## config.mk

```make
export PLATFORM = sky130hd
export DESIGN_NAME = multi_cycle_controller
export DESIGN_NICKNAME = d
export VERILOG_FILES = /design/src/rtl/multi_cycle_controller.sv
export SDC_FILE = /design/constraint.sdc
export NUM_CORES = 1
export LEC_CHECK = 0
export CORE_AREA = 2 2 39 41
export CTS_CLUSTER_SIZE = 14
export DETAILED_ROUTE_END_ITERATION = 8
export DIE_AREA = 0 0 41 43
export DONT_BUFFER_PORTS = 1
export PLACE_DENSITY_LB_ADDON = 0.2
export SLEW_MARGIN = 20
export SYNTH_ARGS = -nofsm -noshare
export SYNTH_HDL_FRONTEND = slang
export SYNTH_SLANG_ARGS = --single-unit
```

## constraint.sdc

```tcl
create_clock -name clk -period 5.49 [get_ports clk]
set_clock_uncertainty 0.15 [all_clocks]
set_input_delay 1.098 -clock clk [delete_from_list [all_inputs] [get_ports clk]]
set_output_delay 1.098 -clock clk [all_outputs]
set_load 0.05 [all_outputs]
```

## src/rtl/multi_cycle_controller.sv

```systemverilog
// Main control FSM of the multi-cycle MIPS core: sequences fetch, decode, execute,
// memory and writeback, and stalls on mem_ready for variable-latency memory.
module multi_cycle_controller (
    input  logic       clk,
    input  logic       rst_n,
    input  logic [5:0] op,
    input  logic [5:0] funct,
    input  logic       zero,
    input  logic       mem_ready,
    output logic       iord,
    output logic       mem_write,
    output logic       ir_write,
    output logic       reg_dst,
    output logic       mem_to_reg,
    output logic       reg_write,
    output logic       alu_src_a,
    output logic [1:0] alu_src_b,
    output logic [2:0] alu_control,
    output logic [1:0] pc_src,
    output logic       pc_en,
    output logic [3:0] state
);

    typedef enum logic [3:0] {
        FETCH   = 4'd0,
        DECODE  = 4'd1,
        MEMADR  = 4'd2,
        MEMRD   = 4'd3,
        MEMWB   = 4'd4,
        MEMWR   = 4'd5,
        EXECUTE = 4'd6,
        ALUWB   = 4'd7,
        BRANCH  = 4'd8,
        ADDIEX  = 4'd9,
        ADDIWB  = 4'd10,
        JUMP    = 4'd11
    } state_t;

    localparam logic [5:0] OP_RTYPE = 6'b000000;
    localparam logic [5:0] OP_LW    = 6'b100011;
    localparam logic [5:0] OP_SW    = 6'b101011;
    localparam logic [5:0] OP_BEQ   = 6'b000100;
    localparam logic [5:0] OP_ADDI  = 6'b001000;
    localparam logic [5:0] OP_J     = 6'b000010;

    localparam logic [5:0] FN_ADD = 6'b100000;
    localparam logic [5:0] FN_SUB = 6'b100010;
    localparam logic [5:0] FN_AND = 6'b100100;
    localparam logic [5:0] FN_OR  = 6'b100101;
    localparam logic [5:0] FN_SLT = 6'b101010;

    localparam logic [2:0] ALU_ADD = 3'b010;
    localparam logic [2:0] ALU_SUB = 3'b110;
    localparam logic [2:0] ALU_AND = 3'b000;
    localparam logic [2:0] ALU_OR  = 3'b001;
    localparam logic [2:0] ALU_SLT = 3'b111;

    state_t     cur;
    state_t     nxt;
    logic       funct_legal;
    logic [2:0] funct_alu;

    always_comb begin
        funct_legal = 1'b1;
        funct_alu   = ALU_ADD;
        case (funct)
            FN_ADD:  funct_alu = ALU_ADD;
            FN_SUB:  funct_alu = ALU_SUB;
            FN_AND:  funct_alu = ALU_AND;
            FN_OR:   funct_alu = ALU_OR;
            FN_SLT:  funct_alu = ALU_SLT;
            default: funct_legal = 1'b0;
        endcase
    end

    // Unrecognised opcodes/functs fall back to FETCH without any write state.
    always_comb begin
        nxt = FETCH;
        case (cur)
            FETCH:   nxt = mem_ready ? DECODE : FETCH;
            DECODE: begin
                case (op)
                    OP_LW, OP_SW: nxt = MEMADR;
                    OP_RTYPE:     nxt = EXECUTE;
                    OP_BEQ:       nxt = BRANCH;
                    OP_ADDI:      nxt = ADDIEX;
                    OP_J:         nxt = JUMP;
                    default:      nxt = FETCH;
                endcase
            end
            MEMADR:  nxt = (op == OP_LW) ? MEMRD : MEMWR;
            MEMRD:   nxt = mem_ready ? MEMWB : MEMRD;
            MEMWB:   nxt = FETCH;
            MEMWR:   nxt = mem_ready ? FETCH : MEMWR;
            EXECUTE: nxt = funct_legal ? ALUWB : FETCH;
            ALUWB:   nxt = FETCH;
            BRANCH:  nxt = FETCH;
            ADDIEX:  nxt = ADDIWB;
            ADDIWB:  nxt = FETCH;
            JUMP:    nxt = FETCH;
            default: nxt = FETCH;
        endcase
    end

    always_ff @(posedge clk or negedge rst_n) begin
        if (!rst_n) begin
            cur <= FETCH;
        end else begin
            cur <= nxt;
        end
    end

    // Moore decode; the FETCH strobes are additionally gated by rst_n so that
    // nothing is loaded while reset is held even if mem_ready is high.
    always_comb begin
        iord        = 1'b0;
        mem_write   = 1'b0;
        ir_write    = 1'b0;
        reg_dst     = 1'b0;
        mem_to_reg  = 1'b0;
        reg_write   = 1'b0;
        alu_src_a   = 1'b0;
        alu_src_b   = 2'b00;
        alu_control = ALU_ADD;
        pc_src      = 2'b00;
        pc_en       = 1'b0;
        case (cur)
            FETCH: begin
                alu_src_b = 2'b01;
                ir_write  = mem_ready & rst_n;
                pc_en     = mem_ready & rst_n;
            end
            DECODE: begin
                alu_src_b = 2'b11;
            end
            MEMADR: begin
                alu_src_a = 1'b1;
                alu_src_b = 2'b10;
            end
            MEMRD: begin
                iord = 1'b1;
            end
            MEMWB: begin
                reg_write  = 1'b1;
                mem_to_reg = 1'b1;
            end
            MEMWR: begin
                iord      = 1'b1;
                mem_write = 1'b1;
            end
            EXECUTE: begin
                alu_src_a   = 1'b1;
                alu_control = funct_alu;
            end
            ALUWB: begin
                reg_write = 1'b1;
                reg_dst   = 1'b1;
            end
            BRANCH: begin
                alu_src_a   = 1'b1;
                alu_control = ALU_SUB;
                pc_src      = 2'b01;
                pc_en       = zero;
            end
            ADDIEX: begin
                alu_src_a = 1'b1;
                alu_src_b = 2'b10;
            end
            ADDIWB: begin
                reg_write = 1'b1;
            end
            JUMP: begin
                pc_src = 2'b10;
                pc_en  = 1'b1;
            end
            default: begin
                alu_control = ALU_ADD;
            end
        endcase
    end

    assign state = cur;

endmodule

```

==> results <==
- For this design the total switching power over the nets is roughly 61 uW.
- STA classifies the critical path endpoint as an output pin.
- IR analysis of the VDD net gives a maximum drop of 0.111 mV.
- Setup repair after global routing left no endpoint under its margin.
- After synthesis, the mean cell area works out to 7.39 um2.
- The largest total area in the synthesized netlist belongs to dfrtp_1.
- For flop-to-flop paths, the worst setup slack is 3.14 ns.
- The number of gates resized after CTS is 0.
- The via total after detailed routing is between 500 and 600.
- The total area inside the core boundary comes to approximately 1400 um2.
- The routability congestion estimate is approximately 0.75.
- After detailed routing, the number of vias per cell comes to ~5.8.
- Of the total power, registers draw 0.353.
- Along the worst path, the maximum fanout reaches 16.
- The combinational power share is 0.380.
- After synthesis, the cell types taking the most area are dfrtp_1 (19%), a21oi_1 (5.6%), mux2i_1 (5.6%), nor3_1 (5.6%), nor2_1 (5.6%).
- In this run the horizontal extent of the chip is approximately 41 um.
- The transition time at the pin with the least slew margin is between 1 and 1.5 ns.
- The number of setup buffers added after CTS is 0.
- Of the post-synthesis cell area, the dominant cell type holds 0.186.
- The nature of the critical path startpoint is a flop.
- The master of the slowest instance on the critical path is dfrtp_1.
- For the worst flop-to-flop path, the logic depth is 4.
- Of the total power, the share spent switching nets is 0.460.
- Detailed placement ended at an HPWL of roughly 1100 um.
- The clock reaches the later pin of the worst-skew pair after 0.23 ns.
- The number of nets handed over by synthesis was 89.
- The filler cells instantiated in the layout total around 150.
- The synthesized design contains 0 enable-type register cells.
- The count of nets left with antenna violations once routing finished came out at 0.
- For the worst setup path, the data required time is ~4.2 ns.
- Internal power comes to around 72 uW.
- The arrival time of the worst setup path is about 2.7 ns.
- Derived from the worst setup path, the maximum achievable clock frequency is around 0.26 GHz.
- The number of pins exceeding their max-slew limit in the final report is 0.
- The reg-to-reg endpoint is state[0].
- The signal on the critical path passes through nand2b_1 -> or4b_4 -> nor2_1.
- The post-synthesis sequential area ratio is 0.186.
- The first-pass detailed-route iteration total is 7.
- The number of clock buffers inserted by TritonCTS is 3.
- The number of hold buffers added after cts is 0.
- The critical path in this run is classified as reg -> out.
- The number of I/O port buffers is 0.
- The headroom to the max-slew limit is 0.307.
- The clock net sink count is 4.
- The share of total power dissipated in the clock network is 0.267.
- After clock tree synthesis, the clock-pin slew on the worst setup and hold paths is 0.04 ns.
- Setup violations remaining at the end of the flow were counted as 0.
- Across every metal layer, demand over resource in global routing totals 0.175.
- The main flop type after synthesis is dfrtp_1.
- The number of antenna cells inserted is 0.
- In the finished design, the share of the clock period the worst path needs comes to 0.713.
- For the finished layout, the period the worst path requires is about 3.9 ns.
- The layout net count is 94.
- Counting flops with an async set or reset pin after synthesis yields a share of 1.00.
- The post-synthesis cell count is 73.
- The clock tree from TritonCTS is yes.
- In this run, synthesis produced a sequential element count of 4.
- For this design the ratio of total power to cell area is between 200 and 250 nW/um2.
- Dividing the detail-routed wire length by the instance count gives around 14 um.
- The die covers between 1500 and 2000 um2.
- The worst hold slack across all endpoints is about 0.41 ns.
- The fraction of final layout cells sized beyond drive strength 1 is 0.184.
- The Yosys step of the flow raised 0 warnings.
- The final hold violation count was 0.
- The relative area change from synthesis to final layout is 10.9%.
- In this run the deepest clock path goes through 2 buffers.
- The initial antenna violation count came to 0.
- The residual DRC count is 0.
- The floorplan has 14 rows.
- In this run the vertical extent of the chip is approximately 43 um.
- The standby leakage power is 0.000235 uW.
- The flip-flop count of the largest register after layout is 4.
- The class of the worst hold path is in -> async.
- The largest net degree at the start of global routing is 17.
- The first routing iteration left 7 violations.
- Summing every instance area after synthesis gives around 540 um2.
- The family with the most delay on the worst path is simple AND/OR/NAND/NOR gates.
- Summed over all layers, the global routing overflow is 0.
- The largest single stage delay on the critical path is roughly 0.94 ns.
- The count of buffering cells on the critical path with inverters included is 0.
- For this design the top-level I/O count stands at 35.
- The starting utilization of the core area is 0.390.
- The run finished with clean final reports.
- The total detailed-routing wirelength is 1330 um.
- The number of global-route vias before repair came to 494.
- The netlist uses 32 different library cells.
- The first global-routing pass estimated around 2100 um of wire.
- The buffer cell driving the clock tree root is clkbuf_4.
- CTS built an H-tree with a depth of 1.
- The final setup TNS is 0 ns.
- The number of violations of the max-capacitance limit is 0.
- The worst register-to-register path begins at state[1].
area by class of cell:
| class | instances | area [um2] | area share |
|---|---|---|---|
| Tap cell | 16 | 20.0 | 0.0335 |
| Timing Repair Buffer | 3 | 22.5 | 0.0377 |
| Sequential cell | 4 | 100 | 0.167 |
| Multi-Input combinational cell | 63 | 422 | 0.705 |
| Inverter | 3 | 11.3 | 0.0188 |
| Clock buffer | 3 | 22.5 | 0.0377 |
cell families (layout without fill, tap and decap cells):
group / count (synthesis) / after routing / synth area share
AOI/OAI and AO/OA: 19 / 19 / 0.230
xor gates and xnor gates: 3 / 3 / 0.0487
buffers and inverters: 6 / 9 / 0.0510
DFF: 4 / 4 / 0.186
muxes: 3 / 3 / 0.0557
and+or+nand+nor: 38 / 38 / 0.429
worst max path at each step:
stage / depth (start not counted) / from / slack (ns) / end
3_3_place_gp: 4 / mem_ready / 1.69 / pc_en
3_5_place_dp: 4 / mem_ready / 1.68 / pc_en
2_1_floorplan: 4 / mem_ready / 1.30 / pc_en
5_1_grt: 3 / state[1] / 1.44 / alu_control[0]
6_report: 3 / state[1] / 1.57 / alu_control[0]
4_1_cts: 3 / state[1] / 1.56 / alu_control[0]
layout by cell type (no fill, tap or decap), drive strengths merged, types with 4 or more instances in the layout:
| cell | synthesis | routed |
|---|---|---|
| nor3 | 6 | 6 |
| a21oi | 6 | 6 |
| nor2 | 8 | 8 |
| nand2b | 5 | 5 |
| dfrtp | 4 | 4 |
power groups by stage:
stage / Sequential [uW] / Clock (uW) / Combinational [uW]
6_report: 46.8 / 35.4 / 50.3
5_1_grt: 47.4 / 37.9 / 53.9
2_1_floorplan: 43.1 / 0 / 46.3
3_3_place_gp: 47.3 / 0 / 50.2
3_5_place_dp: 47.1 / 0 / 50.6
4_1_cts: 46.7 / 37.7 / 50.6
synth_stat cells (all sizes together), types with 2 or more instances:
cell type	n
inv	3
a21oi	6
o22ai	3
or3	3
nor2	8
xnor2	3
dfrtp	4
buf	2
nor3b	3
nor3	6
nand2	3
o21ai	2
a211o	2
nand2b	5
a21o	2
mux2i	3
nand3b	2
worst register-to-register path: stages (launching register included):
cell and delay, ns:
dfrtp_1 0.72, nand2b_2 0.41, or4_4 0.53, or3_1 0.37, o221ai_1 0.07
stage by stage:
step / cell area (um2) / util / total power (uW) / setup slack, ns / cells
after global placement: 576 / 0.416 / 97.5 / 1.69 / 89
after floorplan: 539 / - / 89.5 / 1.30 / 73
after detailed placement: 576 / 0.416 / 97.7 / 1.68 / 89
after CTS: 598 / 0.432 / 135 / 1.56 / 92
after global routing: 598 / 0.432 / 139 / 1.44 / 92
final: 598 / 0.432 / 132 / 1.57 / 92
routing by layer:
metal	share of wire	up-vias	routed length, um	GRT usage
met5	0	-	0	0
met4	0	0	0	0.0400
met3	0.043	0	57	0.0471
met2	0.51	11	675	0.247
met1	0.45	243	598	0.258
li1	-	275	-	-
(Power assumes the default switching activity.)
